[src/rtl/serial_frame_deserializer.sv]
// Serial frame receiver: start bit, WIDTH data bits LSB first, optional parity, stop bit.
// Each completed frame produces a one-cycle Valid pulse with held data and error flags.
module serial_frame_deserializer #(
  parameter int unsigned WIDTH      = 8,
  parameter bit          PARITY_EN  = 1'b1,
  parameter bit          PARITY_ODD = 1'b0
) (
  input  logic             Clk,
  input  logic             Rst,
  input  logic             D,
  input  logic             Bit_en,
  output logic [WIDTH-1:0] Data_out,
  output logic             Valid,
  output logic             Parity_err,
  output logic             Frame_err,
  output logic             Busy
);

  localparam int unsigned CntW = $clog2(WIDTH + 1);

  typedef enum logic [2:0] {
    StIdle,
    StData,
    StParity,
    StStop,
    StWaitIdle
  } state_e;

  state_e           state_q, state_d;
  logic [CntW-1:0]  cnt_q, cnt_d;
  logic [WIDTH-1:0] shift_q, shift_d;
  logic             par_q, par_d;
  logic [WIDTH-1:0] data_q, data_d;
  logic             valid_q, valid_d;
  logic             perr_q, perr_d;
  logic             ferr_q, ferr_d;

  always_comb begin
    state_d = state_q;
    cnt_d   = cnt_q;
    shift_d = shift_q;
    par_d   = par_q;
    data_d  = data_q;
    valid_d = 1'b0;
    perr_d  = perr_q;
    ferr_d  = ferr_q;

    if (Bit_en) begin
      unique case (state_q)
        StIdle: begin
          if (!D) begin
            state_d = StData;
            cnt_d   = '0;
            shift_d = '0;
          end
        end
        StData: begin
          // Counter doubles as the bit position, so the word fills LSB first.
          for (int i = 0; i < int'(WIDTH); i++) begin
            if (cnt_q == CntW'(i)) shift_d[i] = D;
          end
          if (cnt_q == CntW'(WIDTH - 1)) begin
            cnt_d   = '0;
            state_d = PARITY_EN ? StParity : StStop;
          end else begin
            cnt_d = cnt_q + CntW'(1);
          end
        end
        StParity: begin
          par_d   = D;
          state_d = StStop;
        end
        StStop: begin
          valid_d = 1'b1;
          data_d  = shift_q;
          perr_d  = PARITY_EN ? ((^shift_q) ^ par_q ^ PARITY_ODD) : 1'b0;
          ferr_d  = ~D;
          // A low stop bit means the line is stuck low; don't read it as a new start.
          state_d = D ? StIdle : StWaitIdle;
        end
        StWaitIdle: begin
          if (D) state_d = StIdle;
        end
        default: state_d = StIdle;
      endcase
    end
  end

  always_ff @(posedge Clk or negedge Rst) begin
    if (!Rst) begin
      state_q <= StIdle;
      cnt_q   <= '0;
      shift_q <= '0;
      par_q   <= 1'b0;
      data_q  <= '0;
      valid_q <= 1'b0;
      perr_q  <= 1'b0;
      ferr_q  <= 1'b0;
    end else begin
      state_q <= state_d;
      cnt_q   <= cnt_d;
      shift_q <= shift_d;
      par_q   <= par_d;
      data_q  <= data_d;
      valid_q <= valid_d;
      perr_q  <= perr_d;
      ferr_q  <= ferr_d;
    end
  end

  assign Data_out   = data_q;
  assign Valid      = valid_q;
  assign Parity_err = perr_q;
  assign Frame_err  = ferr_q;
  assign Busy       = (state_q != StIdle);

endmodule

[config.mk]
export PLATFORM = sky130hd
export DESIGN_NAME = serial_frame_deserializer
export DESIGN_NICKNAME = d
export VERILOG_FILES = /design/src/rtl/serial_frame_deserializer.sv
export SDC_FILE = /design/constraint.sdc
export NUM_CORES = 1
export LEC_CHECK = 0
export ABC_AREA = 1
export BUFFER_PORTS_ARGS = -buffer_cell sky130_fd_sc_hd__buf_2
export CORE_MARGIN = 10
export CORE_UTILIZATION = 53
export DETAILED_ROUTE_END_ITERATION = 8
export PLACE_DENSITY = 0.84
export SLEW_MARGIN = 20
export SYNTH_ARGS = -nofsm -noshare
export SYNTH_HDL_FRONTEND = slang
export SYNTH_SLANG_ARGS = --single-unit
[constraint.sdc]
create_clock -name Clk -period 1.4 [get_ports Clk]
set_input_delay 0.14 -clock Clk [delete_from_list [all_inputs] [get_ports Clk]]
set_output_delay 0.14 -clock Clk [all_outputs]
set_load 0.02 [all_outputs]
# == After elaboration in Yosys (flattened, before gate mapping) ==
# Cells that the tools add are included.
# totals
ff_bits,27
latch_bits,0
mem_bits_rw,0
rom_bits,0
input_bits,4
wordCells,76
n_memories,0
# classes
addsub,1
multipliers,0
div,0
magnitude_cmp,0
n_eq_ne,21
shifts,0
mux,20
n_bitwise,2
n_reduce_logical,17
# op_table
op,count
4-bit AND reduction,9
2-bit != test (second input constant),10
4-bit by 3-bit == test with 1-bit output (second input constant),4
8-bit case mux with 2 select lines,1
3-bit case mux with 5 select lines,1
3-bit 2-to-1 mux,4
1-bit 2-to-1 mux,10
4-bit by 2-bit == test with 1-bit output (second input constant),2
4-bit 2-to-1 mux,2
8-bit 2-to-1 mux,1
4-bit case mux with 2 select lines,1
8-bit parity,1
3-bit by 2-bit == test with 1-bit output (second input constant),2
4-bit by 1-bit adder with 4-bit output (second input constant),1
4-bit by 1-bit == test with 1-bit output (second input constant),1
4-bit logical NOT,1
2-bit AND reduction,2
3-bit by 1-bit == test with 1-bit output (second input constant),1
3-bit == test (second input constant),1
3-bit logical NOT,1
3-bit AND reduction,1
3-bit nonzero test,1
2-bit nonzero test,1
1-bit inverter,1
1-bit bitwise XOR,1

# == Longest topological paths before layout ==
# Gate-level depths: netlist (run 1).
# logic_depth
depth_word,3
depth_mapped,10
depth_no_buf,10

# == Worst setup path before layout (run 1) ==
# Ideal clock, no wire load.
# synth_timing
kind,register -> register
startpoint,register state_q[2]
endpoint,register cnt_q[3]
setup_ps,119
arrival_time_ps,1115
slack_ps,166
stages_incl_launch_ff,8
path_buffers,1
synth_period_minus_slack_ps,1234
cell_sequence,dfrtp_1 > nor2_2 > nand3_2 > nand2_4 > nor2_8 > buf_6 > a21oi_1 > nor2_1
# synth_between
elab_chain_cells,3
elab_cells_between_ends,6
# synth_lines
item,line_no,source
from (decl),29,"state_e state_q, state_d;"
from (signal assigned),91,state_q <= StIdle;
from (signal assigned),100,state_q <= state_d;
3-bit by 1-bit == test with 1-bit output / 3-bit logical NOT (equally long branches),49,unique case (state_q)
2-bit nonzero test (no line) / 2-bit != test (equally long branches),-,
3-bit AND reduction (no line),-,
to (signal assigned),101,cnt_q <= cnt_d;
to (decl),30,"logic [CntW-1:0] cnt_q, cnt_d;"
# Parallel ways exist; a longest one is shown, timed or not.
# A chain may end at the register's enable or synchronous reset.

# == Worst setup path in the final report (run 1) ==
# layout_timing
startpoint,register state_q[2]
endpoint,register state_q[1]
# layout_between
elab_chain_cells,3
elab_cells_between_ends,10
# layout_lines
item,line_no
3-bit by 1-bit == test with 1-bit output (tied with other cells),49
2-bit != test (no line),-
4-bit AND reduction (no line),-
# Parallel ways exist; a longest one is shown, timed or not.

==> reports/metrics.cfg, run 1 <==
[outcome]
status=finished clean

[clock_network]
clkSinkCount=27
clk_path_buf_depth=2
root_buffer=clkbuf_4
clk_latency_ns=0.32
clkSlewWorstSetupHoldPaths_ns=0.13
cts_buffers=3
cts_max_level=1
cts_tree=built

[detailed_routing]
drt_iter0_markers=78
num_vias=1132
antenna_left=0
vias_per_cell=5.03
drt-pass1-iter-count=4
routedWlPerCell_um=11.8
drc=0
wirelength_um=2650

[synth]
synth-warning-count=0
syn_avg_cell_area_sq_um=8.23
ys_types=23
synth_nets=182
synth_area_sq_mm=0.00143
syn_inst=174
ys_ff_latch=27
yosysSeqAreaShare_pct=47.2

[timing]
whs_ns=0.0905
finalWorstSetupSlack_ns=0.0735
max_freq_mhz=754
fin_skew_ns=0.00694
period_share_pct=94.8
setup_viol=0
slew_violations=0
tightest_slew_ns=0.592
hold_viol=0
post-route-min-period_ns=1.33
maxSlewHeadroom_pct=60.6

[final_layout]
nNetsFinal=204
final_util_pct=63.5
syn_to_final_growth_pct=12.0
drive_above_1_share_pct=23.1
n_antenna_cell=0
fin_cells=225

[placed_design]
dpl.hpwl_um=1970
port_buffers=15
dpl.cell_count=218
gp_congestion=0.905
dp_worst_setup_slack_ns=0.0394

[worst_setup_path]
cp_common_cell=nor2_4
critPathArrivalTime_ns=1.54
r2r_start=state_q[2]
r2r_cells=8
crit_slowest_cell=dfrtp_2
critPathMaxFanout=5
path_depth=8
cp_cell_sequence=nor2_4, inv_4, nor2_4, o21ai_2, inv_2, nor2_4, o21ai_1, o21ai_1
crit_required_ns=1.61
start_kind=register
cpLargestDelayFamily=flip-flops
crit_start=state_q[2]
max_stage_delay_ns=0.47
end_kind=register
rrSetupSlack_ns=0.07
critPathBufInv=2
crit_type=reg -> reg

[die]
core_sq_mm=0.00252
row_count=18
io_pins=16
die_w_um=72.0
dieArea_sq_mm=0.00518
fp.dieH_um=72.0
initial_core_util_pct=56.7

[grt]
grt_pass1_vias=1071
grt_pass1_wl_um=4470
grt.overflow.total=0
antenna_found_initial=0
grt_max_degree=28
gr-usage-all-layers_pct=10.4

[min_path]
min_from=D
min_path_cells=2
hold_path.class=in -> reg

[run]
cap_violations=0

[pwr]
p_leak_nw=0.838
ir_worst_vdd_v=0.00123
p_per_area_mw_per_mm2=2100
finalPower_w=0.00337

## sequential cells by signal, summed over array words and instances (netlist names)
signal,flops
Data_out,8
Frame_err,1
Parity_err,1
Valid,1
cnt_q,4
par_q,1
shift_q,8
state_q,3
## area by class of cell
| cell class | instances | area, sq um |
|---|---|---|
| sequential | 27 | 677 |
| clock inverter | 1 | 5.00 |
| clock buffer | 3 | 22.5 |
| fill | 216 | 920 |
| tap | 30 | 37.5 |
| timing repair buffer | 19 | 108 |
| multi-input combinational | 121 | 661 |
| inverter | 24 | 92.6 |
## repair_timing
| item | CTS | global route |
|---|---|---|
| setup buffers | 0 | 2 |
| hold buffers | 1 | 0 |
| gates resized for setup | 0 | 7 |
| hold endpoints to repair | 27 | 0 |
| endpoints found under the setup margin | 0 | 13 |
## path summary, 6_finish.rpt
kind                          endpoint
setup reg to reg            state_q[1]
min in group asynchronous  Data_out[5]
hold reg to reg            Data_out[7]
max in group asynchronous   state_q[2]
hold / removal               Frame_err
setup / recovery            state_q[1]
## power breakdown
group	total (W)	switching [W]	internal, W
clock	0.000329	0.000222	0.000107
sequential	0.00126	0.000205	0.00106
combinational	0.00178	0.00116	0.000619
## kinds of logic after synthesis
logic type               share of synthesized area [%]
AND/OR/NAND/NOR                                   26.9
XOR/XNOR                                          1.22
flip-flops                                        47.2
adder cells (fa/ha/maj)                           3.50
buffers and inverters                             7.87
AO/OA/AOI/OAI                                     13.3
## synth_stat cells, drive strengths merged
library cell	count	area share, %
a21oi	1	0.35
buf	2	1.6
dfrtp	27	47
ha	4	3.5
inv	24	6.3
nand2	63	18
nand3	11	4.2
nand4	1	0.44
nor2	5	3.3
nor3	3	1.4
o21ai	30	12
o22ai	1	0.87
xor2	2	1.2
## placed cells by master (no fill, tap or decap)
master	n
dlygate4sd3_1	1
inv_2	3
inv_4	1
xor2_1	2
nand4_1	1
o21ai_0	10
nor2_1	1
dfrtp_2	1
nand3_1	10
clkbuf_4	3
o21ai_1	14
nand2_4	2
nor2_4	3
buf_2	15
a21oi_1	1
nand2_2	3
dfrtp_1	26
o21ai_2	6
ha_1	4
inv_1	20
nand3_2	1
nor3_1	2
nor2_8	1
o22ai_2	1
nor3_2	1
nand2_1	58
buf_4	3
clkinv_2	1
## routing by layer
metal | wire length, um | track usage, % | vias to the layer above
met5 | 0 | 0 | -
met2 | 1300 | 18.5 | 12
met1 | 1210 | 11.1 | 520
met3 | 105 | 2.99 | 4
li1 | - | - | 596
met4 | 32 | 4.95 | 0
## through the flow
step,instance area [sq um],TNS [ns]
detailed placement,1530,0
CTS,1570,0
global route,1600,-0.0435
floorplan,1430,0
global placement,1530,0
finish,1600,0
No activity file was read; power rests on OpenSTA's default activity.
==> run 2, diff against run 1 <==
--- a/config.mk
+++ b/config.mk
@@ -7,11 +7,13 @@
 export LEC_CHECK = 0
 export ABC_AREA = 1
 export BUFFER_PORTS_ARGS = -buffer_cell sky130_fd_sc_hd__buf_2
+export CORE_ASPECT_RATIO = 1.4
 export CORE_MARGIN = 10
 export CORE_UTILIZATION = 53
 export DETAILED_ROUTE_END_ITERATION = 8
+export GPL_TIMING_DRIVEN = 0
 export PLACE_DENSITY = 0.84
-export SLEW_MARGIN = 20
+export SLEW_MARGIN = 25
 export SYNTH_ARGS = -nofsm -noshare
 export SYNTH_HDL_FRONTEND = slang
 export SYNTH_SLANG_ARGS = --single-unit
==> reports/metrics.cfg, run 2 (synthesis results as in run 1) <==
[placed_design]
dpl.hpwl_um=2250
port_buffers=15
gp_congestion=0.876
placed_cell_area_sq_mm=0.00155

[timing]
hold_viol=0
max_freq_mhz=719
slew_violations=0
fin_skew_ns=0.00311
maxSlewHeadroom_pct=60.3
post-route-min-period_ns=1.39
tightest_slew_ns=0.595
setup_viol=0
period_share_pct=99.4
finalSetupTns_ns=0
whs_ns=0.0723
rsz0062_at_grt=true

[grt]
gr-usage-all-layers_pct=11.7
grt_pass1_wl_um=5010
grt_pass1_vias=1212
grt_max_degree=28
antenna_found_initial=0
grt.overflow.total=0

[die]
row_count=22
die_w_um=63.9
fp.dieH_um=81.5
initial_core_util_pct=54.7
io_pins=16
core_sq_mm=0.00262
dieArea_sq_mm=0.00521

[pwr]
p_comb_share_pct=53.9
p_per_area_mw_per_mm2=2100
p_sw_w=0.00166
p_leak_nw=0.856
ir_worst_vdd_v=0.00132
pwr-share-clk_pct=9.5
internal-power_w=0.00186
seqPwrFrac_pct=36.6
swShare_pct=47.2

[final_layout]
stdcell_area_sq_mm=0.00167
syn_to_final_growth_pct=17.0
mostFrequentLayoutCells=nand2_1 (59), dfrtp_1 (25), inv_1 (20)
n_antenna_cell=0
layout_commonest_cell=nand2_1
drive_above_1_share_pct=26.6
ff_latch_area_sq_um=678
multiInputGateArea_sq_um=673
nNetsFinal=208
n_fill_cell=207

[clock_network]
root_buffer=clkbuf_4
clk_path_buf_depth=2
cts_max_level=1
cts_buffers=3
clk_latency_ns=0.33
cts_tree=built
clkSlewWorstSetupHoldPaths_ns=0.14
clkSinkCount=27

[detailed_routing]
drc=0
drt_iter0_markers=33
num_vias=1232
wirelength_um=3010
routedWlPerCell_um=12.8
vias_per_cell=5.24
antenna_left=0
drt-pass1-iter-count=4

[outcome]
status=finished clean

[worst_setup_path]
crit_type=reg -> out
critPathMaxFanout=9
cp_cell_sequence=inv_2, nand2_1, buf_2
crit_slowest_cell=dfrtp_2
critPathArrivalTime_ns=1.25
max_stage_delay_ns=0.49
start_kind=register
crit_required_ns=1.26
end_kind=output port

[min_path]
hold_path.class=in -> reg

[run]
cap_violations=0

==> run 2: worst paths after layout <==
| kind | startpoint | slack [ns] | to | cells after the start |
|---|---|---|---|---|
| worst max-delay path | state_q[0] | 0.009 | Busy | 3 |
| worst min-delay path | D | 0.07 | Frame_err | 2 |
| worst max register to register | state_q[0] | 0.04 | cnt_q[3] | 7 |
| worst min register to register | Data_out[4] | 0.49 | Data_out[4] | 2 |
| max in group asynchronous | Rst | 0.66 | state_q[2] | 2 |
| min in group asynchronous | Rst | 0.32 | Data_out[5] | 2 |
==> run 2: per-layer routing <==
metal	vias up	wire (um)	track usage (%)
met3	13	155	3.00
met4	0	97	5.48
met5	-	0	0
met1	579	1080	10.6
met2	35	1680	23.4
li1	605	-	-
==> run 2: repair_timing <==
action,4_1_cts,5_1_grt
pin swaps,0,3
hold buffers,1,0
setup endpoints to repair,4,16
setup buffers,2,3
hold endpoints to repair,27,0
gates resized for setup,3,8
==> run 2: cell type report <==
class	count	share of cell area [%]
clock buffer	4	1.57
tap	36	2.69
inverter	24	5.38
multi-input combinational	121	40.2
buffer	2	1.57
sequential	27	40.5
timing repair buffer	21	8.07
==> run 2: stage by stage <==
stage               power, W  std cells  util, %  setup slack (ns)
floorplan            0.00255        174        -             0.166
global placement     0.00289        225     59.3            0.0639
detailed placement   0.00300        225     59.3           -0.0635
CTS                  0.00338        232     61.6           0.00191
global route         0.00382        235     64.0           -0.0453
finish               0.00351        235     64.0           0.00871
==> run 2: power groups by stage <==
stage	clock network, W	registers [W]	logic (W)
2_1_floorplan	0	0.00141	0.00115
3_3_place_gp	0	0.00127	0.00163
3_5_place_dp	0	0.00130	0.00171
4_1_cts	0.000338	0.00128	0.00176
5_1_grt	0.000361	0.00132	0.00214
6_report	0.000334	0.00129	0.00189
==> run 2: worst max-delay path, delay by kind of cell (launching register included) <==
family                 cells  cell delay (ns)
buffers and inverters      2             0.33
flip-flops                 1             0.49
AND/OR/NAND/NOR            1             0.10
